`src/rtl/iir_out_fifo.sv`:
```
`default_nettype none
// ============================================================================
// Module   : iir_out_fifo
// Brief    : Show-ahead circular FIFO buffering IIR output samples toward a
//            VOUT/RDY sink, with a sticky overflow flag for dropped samples.
// Revision : 1.0 - initial release
// ============================================================================
module iir_out_fifo #(
    parameter int DW    = 14,
    parameter int DEPTH = 8,
    parameter int AW    = 3
) (
    input  logic          CLK,
    input  logic          RST_n,
    input  logic          VIN,
    input  logic [DW-1:0] DIN,
    output logic [DW-1:0] DOUT,
    output logic          VOUT,
    input  logic          RDY,
    input  logic          CLR_OVF,
    output logic          FULL,
    output logic          EMPTY,
    output logic [AW:0]   LEVEL,
    output logic          OVF
);

    localparam logic [AW:0] PTR_ONE = {{AW{1'b0}}, 1'b1};

    logic [DW-1:0] mem_q [DEPTH];
    logic [AW:0]   wr_ptr_q, wr_ptr_d;
    logic [AW:0]   rd_ptr_q, rd_ptr_d;
    logic          ovf_q, ovf_d;
    logic          empty, full, pop, push;

    always_comb begin
        empty    = (wr_ptr_q == rd_ptr_q);
        // Full when the pointers address the same slot but differ in lap.
        full     = (wr_ptr_q[AW] != rd_ptr_q[AW]) &&
                   (wr_ptr_q[AW-1:0] == rd_ptr_q[AW-1:0]);
        pop      = ~empty & RDY;
        push     = VIN & (~full | pop);
        wr_ptr_d = push ? (wr_ptr_q + PTR_ONE) : wr_ptr_q;
        rd_ptr_d = pop  ? (rd_ptr_q + PTR_ONE) : rd_ptr_q;
        ovf_d    = ovf_q;
        if (VIN & full & ~RDY) begin
            ovf_d = 1'b1;
        end else if (CLR_OVF) begin
            ovf_d = 1'b0;
        end
    end

    always_ff @(posedge CLK or negedge RST_n) begin
        if (!RST_n) begin
            wr_ptr_q <= '0;
            rd_ptr_q <= '0;
            ovf_q    <= 1'b0;
        end else begin
            wr_ptr_q <= wr_ptr_d;
            rd_ptr_q <= rd_ptr_d;
            ovf_q    <= ovf_d;
        end
    end

    // Storage is deliberately not reset; DOUT is masked while empty instead.
    always_ff @(posedge CLK) begin
        if (push) begin
            mem_q[wr_ptr_q[AW-1:0]] <= DIN;
        end
    end

    assign DOUT  = empty ? '0 : mem_q[rd_ptr_q[AW-1:0]];
    assign VOUT  = ~empty;
    assign EMPTY = empty;
    assign FULL  = full;
    assign LEVEL = wr_ptr_q - rd_ptr_q;
    assign OVF   = ovf_q;

endmodule
`default_nettype wire

```
`config.mk`:
```
export PLATFORM = sky130hd
export DESIGN_NAME = iir_out_fifo
export DESIGN_NICKNAME = d
export VERILOG_FILES = /design/src/rtl/iir_out_fifo.sv
export SDC_FILE = /design/constraint.sdc
export NUM_CORES = 1
export LEC_CHECK = 0
export ABC_CLOCK_PERIOD_IN_PS = 7500
export CAP_MARGIN = 20
export CORE_MARGIN = 4
export CORE_UTILIZATION = 50
export DETAILED_ROUTE_END_ITERATION = 16
export PLACE_DENSITY = 0.7
export SETUP_SLACK_MARGIN = 0.5
export SLEW_MARGIN = 20
export SYNTH_ARGS = -nofsm -noshare
export SYNTH_HDL_FRONTEND = slang
export SYNTH_SLANG_ARGS = --single-unit
```
`constraint.sdc`:
```
create_clock -name CLK -period 7.5 [get_ports CLK]
set_clock_uncertainty 0.15 [all_clocks]
set_input_delay 1.5 -clock CLK [delete_from_list [all_inputs] [get_ports CLK]]
set_output_delay 1.5 -clock CLK [all_outputs]
set_load 0.1 [all_outputs]
```
==> results of run 1 <==
## cell families after synthesis
kind of cell / Yosys count
flip-flops: 121
AND/OR/NAND/NOR: 38
buffers and inverters: 34
multiplexers: 30
AO/OA/AOI/OAI: 19
XOR/XNOR: 10
adder cells (fa/ha/maj): 6
## sequential cells by signal, indices dropped and copies added, names as in the netlist
signal / flops
wr_ptr_q: 4
OVF: 1
rd_ptr_q: 4
mem_q: 112
## per-layer routing
layer,up-vias,part of all wire [%],track usage (%)
met2,73,50,27.6
met4,0,1.8,7.58
met3,15,7.3,4.58
met1,1243,40,22.8
li1,1119,-,-
met5,-,0,0
## critical path, stage by stage, from the launching register on
cell	delay, ns
dfrtp_1	0.75
inv_1	0.16
ha_1	0.39
nand3_4	0.14
or2_1	0.60
nand2_2	0.40
o21ai_1	0.28
clkdlybuf4s50_1	1.17
## cells in the final DEF, fill, tap and decap left out, drive strengths merged, types with 5 or more instances in the layout
cell	synthesis	routed
ha	5	5
xnor2	7	7
edfxtp	112	112
o21ai	16	16
nor2	5	5
mux4	28	28
nor3	5	5
clkdlybuf4s50	0	40
clkbuf	3	17
dfrtp	9	9
nand3	21	21
inv	23	29
buf	8	5
## through the flow
stage / utilization, % / setup slack [ns]
CTS: 64.4 / 1.41
detailed placement: 58.5 / 1.97
finish: 64.4 / 1.44
floorplan: - / 2.77
global placement: 58.5 / 2.10
global route: 64.4 / 1.23
## path summary, 6_finish.rpt
kind | start | to | slack (ns) | cells past startpoint
max | rd_ptr_q[2] | DOUT[1] | 1.44 | 7
min | OVF | OVF | 0.36 | 2
max reg2reg | rd_ptr_q[2] | mem_q[1][11] | 4.30 | 6
min reg2reg | OVF | OVF | 0.36 | 2
max in group asynchronous | RST_n | rd_ptr_q[0] | 5.70 | 1
min in group asynchronous | RST_n | wr_ptr_q[3] | 1.16 | 1
## cell type report
class,instances,area [µm²],share of cell area (%)
multi-input combinational,103,1200,20.0
sequential,121,3590,59.5
timing repair buffer,45,438,7.26
inverter,23,86.3,1.43
clock buffer,17,414,6.86
tap,129,161,2.67
clock inverter,15,141,2.34
==> summary.txt, run 1 <==
Yosys
  • Synth Area in Simple Gates: under 10%
  • Avg Cell Area, Syn: 18.9 µm²
  • Yosys warnings: 0
  • Largest area contributor in the netlist: edfxtp_1
  • Synth Area in Adders: around 1.7%
  • Mux contribution to synthesized area: 13.5%
  • Xor and xnor area share after synthesis: 1.95%
  • Cell Area, Synth: slightly below 5000 µm²
  • Number of synthesized flops with an enable pin: 112
  • Synth Area in Compound Gates: about 2.2%
  • Syn Nets: around 280
  • Largest family of logic cells by synthesized area: multiplexers
  • Ys async rst share: roughly 7.4%
  • Most instantiated cells after synthesis: edfxtp_1 (112), mux4_2 (28), inv_1 (22)
  • Share of the synthesized area in the top cell type: 68.9%
  • Top_reg_cell synth: edfxtp_1
  • Yosys cell types: 31
  • Seq/Total Area, Yosys: 73.5%
  • Synthesis-stage register bit count: 121
  • Post-Syn Instances: approximately 260
  • Cell with the most instances after synthesis: edfxtp_1
  • Top cells by area, synth: edfxtp_1 (69%), mux4_2 (13%), dfrtp_1 (4.6%), nand3_1 (2.1%), inv_1 (1.7%)

Floorplan
  • Die Width: ~110 µm
  • Initial Util: 52.1%
  • Rows: 35
  • Die Height: 107 µm
  • Core Box Area: 9370 µm²
  • Top Ports: 41
  • DIE AREA: ~11,000 µm²

Placement
  • Placed Area: around 5500 µm²
  • Placed insts: between 400 and 500
  • GPL Wtd Cong: a little over 0.7
  • Buffers on Ports: 40
  • Hpwl dp: about 5.3 mm

Run
  • # Max-Cap Violations: 0

Status
  • Outcome: finished, final reports clean

Routing
  • Routed Antenna Nets: 0
  • Post-route DRC: 0
  • Initial DRC Count: 94
  • Drt via density: 5.41
  • WL final: approximately 9.1 mm
  • Drt wl/cell: about 20 µm
  • Via count: 2,450
  • DR pass1 iterations: 4

Layout
  • Post-route cell area: between 6000 and 7000 µm²
  • Fin cells: approximately 450
  • Area Growth Syn to Fin: 23.7%
  • Layout cells sized above 1: 25.0%
  • N_diodes: 0
  • Fillers: 688
  • Final net count: approximately 340

GRT
  • GRT Total Usage: 17.4%
  • Largest net degree at the start of global routing: 33
  • Overflow after GRT: 0
  • First-pass GRT wire length: between 10 and 15 mm
  • Vias in the first global route: ~2,600
  • Initial antenna violation count: 0

Clock network
  • Clk Latency, worst-skew pair: between 0.5 and 0.6 ns
  • Hold Buf Count CTS: 0
  • Root buffer cell: clkbuf_8
  • Clock tree buffer depth: 2
  • Post-CTS Setup Inserts: 0
  • CTS sink count: approximately 120
  • H-Tree Depth: 4
  • CTS tree: yes
  • Post-CTS resize count: 0
  • Cts bufs inserted: 17
  • Worst-path clk slew: roughly 0.060 ns

Timing
  • Max frequency: between 150 and 200 MHz
  • Slew Viols, Final: 0
  • Fin Hold WS: approximately 0.36 ns
  • Final setup violating endpoints: 0
  • Min Tclk post-route: 6.06 ns
  • RSZ-0062 raised after global routing: no
  • Slew HR: 27.4%
  • Crit share post-route: 80.8%
  • Actual slew at the worst max-slew pin: about 1.1 ns
  • Setup TNS Final: 0 ns
  • Final hold vios: 0

Worst setup path
  • WS Path Type: register to output port
  • Crit end category: output port
  • Arrival time of the worst setup path: ~4.4 ns
  • WP data required: slightly below 6 ns
  • Worst setup SP type: register
  • CP max FO: 18

Min path
  • Worst hold path class: register to register
Power of run 1 is left out: the tool's default activity adds up to more than one toggle a clock period on the data nets, which glitch-free logic cannot reach.
==> run 2: changes to the inputs <==
--- a/config.mk
+++ b/config.mk
@@ -5,12 +5,12 @@
 export SDC_FILE = /design/constraint.sdc
 export NUM_CORES = 1
 export LEC_CHECK = 0
-export ABC_CLOCK_PERIOD_IN_PS = 7500
+export ABC_CLOCK_PERIOD_IN_PS = 5000
 export CAP_MARGIN = 20
 export CORE_MARGIN = 4
 export CORE_UTILIZATION = 50
 export DETAILED_ROUTE_END_ITERATION = 16
-export PLACE_DENSITY = 0.7
+export PLACE_DENSITY = 0.73
 export SETUP_SLACK_MARGIN = 0.5
 export SLEW_MARGIN = 20
 export SYNTH_ARGS = -nofsm -noshare
==> constraint.sdc (replaced) <==
create_clock -name CLK -period 5 [get_ports CLK]
set_clock_uncertainty 0.15 [all_clocks]
set_input_delay 1 -clock CLK [delete_from_list [all_inputs] [get_ports CLK]]
set_output_delay 1 -clock CLK [all_outputs]
set_load 0.1 [all_outputs]
==> run 2 against run 1 <==
Compared with the run above:
- global-route usage rose by 1.1 points
- wire length rose by 3.4%
- sequential share of layout area fell by 0.84 points
- final area rose by 1.5%
- critical path depth rose by 1
- core utilization rose by 0.95 points
- flip-flop and latch count did not move
- non-clock buffer count rose by 2
- die area did not move
- via count rose by 2.4%
- register-to-register slack got worse by 2.1 ns
- critical endpoint is now DOUT[10]
==> summary.txt, run 2 (synthesis results as in run 1) <==
Placement
  • GPL Wtd Cong: between 0.7 and 0.8
  • Buffers on Ports: 40
  • Hpwl dp: 5.19 mm
  • Placed Area: roughly 5600 µm²

Routing
  • Post-route DRC: 0
  • Routed Antenna Nets: 0
  • Initial DRC Count: 160
  • DR pass1 iterations: 4
  • Drt via density: between 5 and 6
  • Drt wl/cell: roughly 21 µm
  • Via count: approximately 2,500
  • WL final: 9.38 mm

Layout
  • Area Growth Syn to Fin: 25.5%
  • Commonest cells after routing, fill and taps aside: edfxtp_1 (112), mux4_2 (28), inv_1 (22)
  • Final net count: roughly 340
  • Post-route cell area: a little over 6000 µm²
  • N_diodes: 0
  • Layout cells sized above 1: between 20 and 30%
  • Commonest non-fill, non-tap cell in the layout: edfxtp_1
  • Max FFs per register: 112

Worst setup path
  • Flop2flop setup slack: between 2 and 2.5 ns
  • Critical Path End: DOUT[10]
  • WS Path Type: register to output port
  • Arrival time of the worst setup path: between 2 and 3 ns
  • Crit end category: output port
  • Critical Path Start: rd_ptr_q[2]
  • R2r startpoint: rd_ptr_q[2]
  • CP max FO: 18
  • WP data required: ~3.9 ns
  • Worst reg2reg path endpoint: mem_q[1][11]
  • Worst setup SP type: register
  • R2r worst-path depth: 6

Timing
  • Max frequency: 242 MHz
  • Setup TNS Final: 0 ns
  • RSZ-0062 raised after global routing: no
  • Final setup violating endpoints: 0
  • Slew Viols, Final: 0
  • Slew HR: a little over a third
  • Crit share post-route: just over 80%
  • Actual slew at the worst max-slew pin: slightly below 1 ns
  • Min Tclk post-route: 4.14 ns
  • Final hold vios: 0

GRT
  • First-pass GRT wire length: 15.0 mm
  • Initial antenna violation count: 0
  • Overflow after GRT: 0
  • Largest net degree at the start of global routing: 33
  • Vias in the first global route: between 2,000 and 3,000
  • GRT Total Usage: between 10% and 20%

Floorplan
  • DIE AREA: roughly 11,000 µm²
  • Rows: 35
  • Die Width: between 100 and 150 µm
  • Top Ports: 41
  • Core Box Area: between 9000 and 10,000 µm²
  • Initial Util: a little over half
  • Die Height: about 110 µm

Clock network
  • CTS tree: yes
  • Cts bufs inserted: 17
  • H-Tree Depth: 4
  • CTS sink count: roughly 120
  • Clock tree buffer depth: 2
  • Worst-path clk slew: 0.06 ns
  • Clk Latency, worst-skew pair: approximately 0.5 ns
  • Post-CTS Setup Inserts: 0
  • Root buffer cell: clkbuf_8

Status
  • Outcome: finished, final reports clean

Min path
  • Worst hold path class: register to register

Run
  • # Max-Cap Violations: 0
==> run 2: cell types whose count changed in the layout (fill, tap and decap cells not counted), sizes merged <==
cell / change
buf: +22
clkdlybuf4s50: -20
clkbuf: +4
clkinv: +1
inv: -6
==> run 2: worst min path at each step <==
stage / cells after the start / start / to / slack, ns
after global placement: 2 / OVF / OVF / 0.35
after CTS: 2 / OVF / OVF / 0.36
after detailed placement: 2 / OVF / OVF / 0.35
after global routing: 2 / OVF / OVF / 0.40
after floorplan: 1 / wr_ptr_q[0] / wr_ptr_q[0] / 0.36
final: 2 / OVF / OVF / 0.36
==> run 2: area by class of cell <==
type / count / area, µm²
sequential: 121 / 3590
fill: 674 / 3250
multi-input combinational: 103 / 1200
timing repair buffer: 47 / 578
clock buffer: 21 / 429
tap: 129 / 161
inverter: 23 / 86.3
clock inverter: 10 / 80.1
==> run 2: critical path, cell delays in order, from the launching register on <==
cell and delay, ns:
dfrtp_2 0.57, inv_1 0.12, ha_1 0.37, nand3_4 0.14
or2_1 0.11, buf_4 0.24, nand2_2 0.30, o21ai_1 0.39
buf_12 0.22
==> run 2: through the flow <==
| stage | utilization [%] | hold WS, ns | worst slack (ns) | instances |
|---|---|---|---|---|
| after floorplan | - | 0.359 | 0.774 | 258 |
| after CTS | 65.3 | 0.364 | 0.604 | 454 |
| after global placement | 59.9 | 0.349 | 1.26 | 423 |
| final | 65.4 | 0.363 | 0.865 | 454 |
| after detailed placement | 59.9 | 0.354 | 1.14 | 423 |
| after global routing | 65.4 | 0.399 | 0.723 | 454 |
==> run 2: what timing repair did <==
item                                    CTS  global route
hold buffers                              0             0
gates resized for setup                   0             1
endpoints found under the setup margin    0             1
hold endpoints to repair                  0             0
==> run 2: metal layers <==
layer	GRT usage, %	wire, µm
met1	25.0	4090
met2	29.3	4620
met3	4.39	537
met4	6.85	119
met5	0	0
Power of run 2 is left out for the same reason.
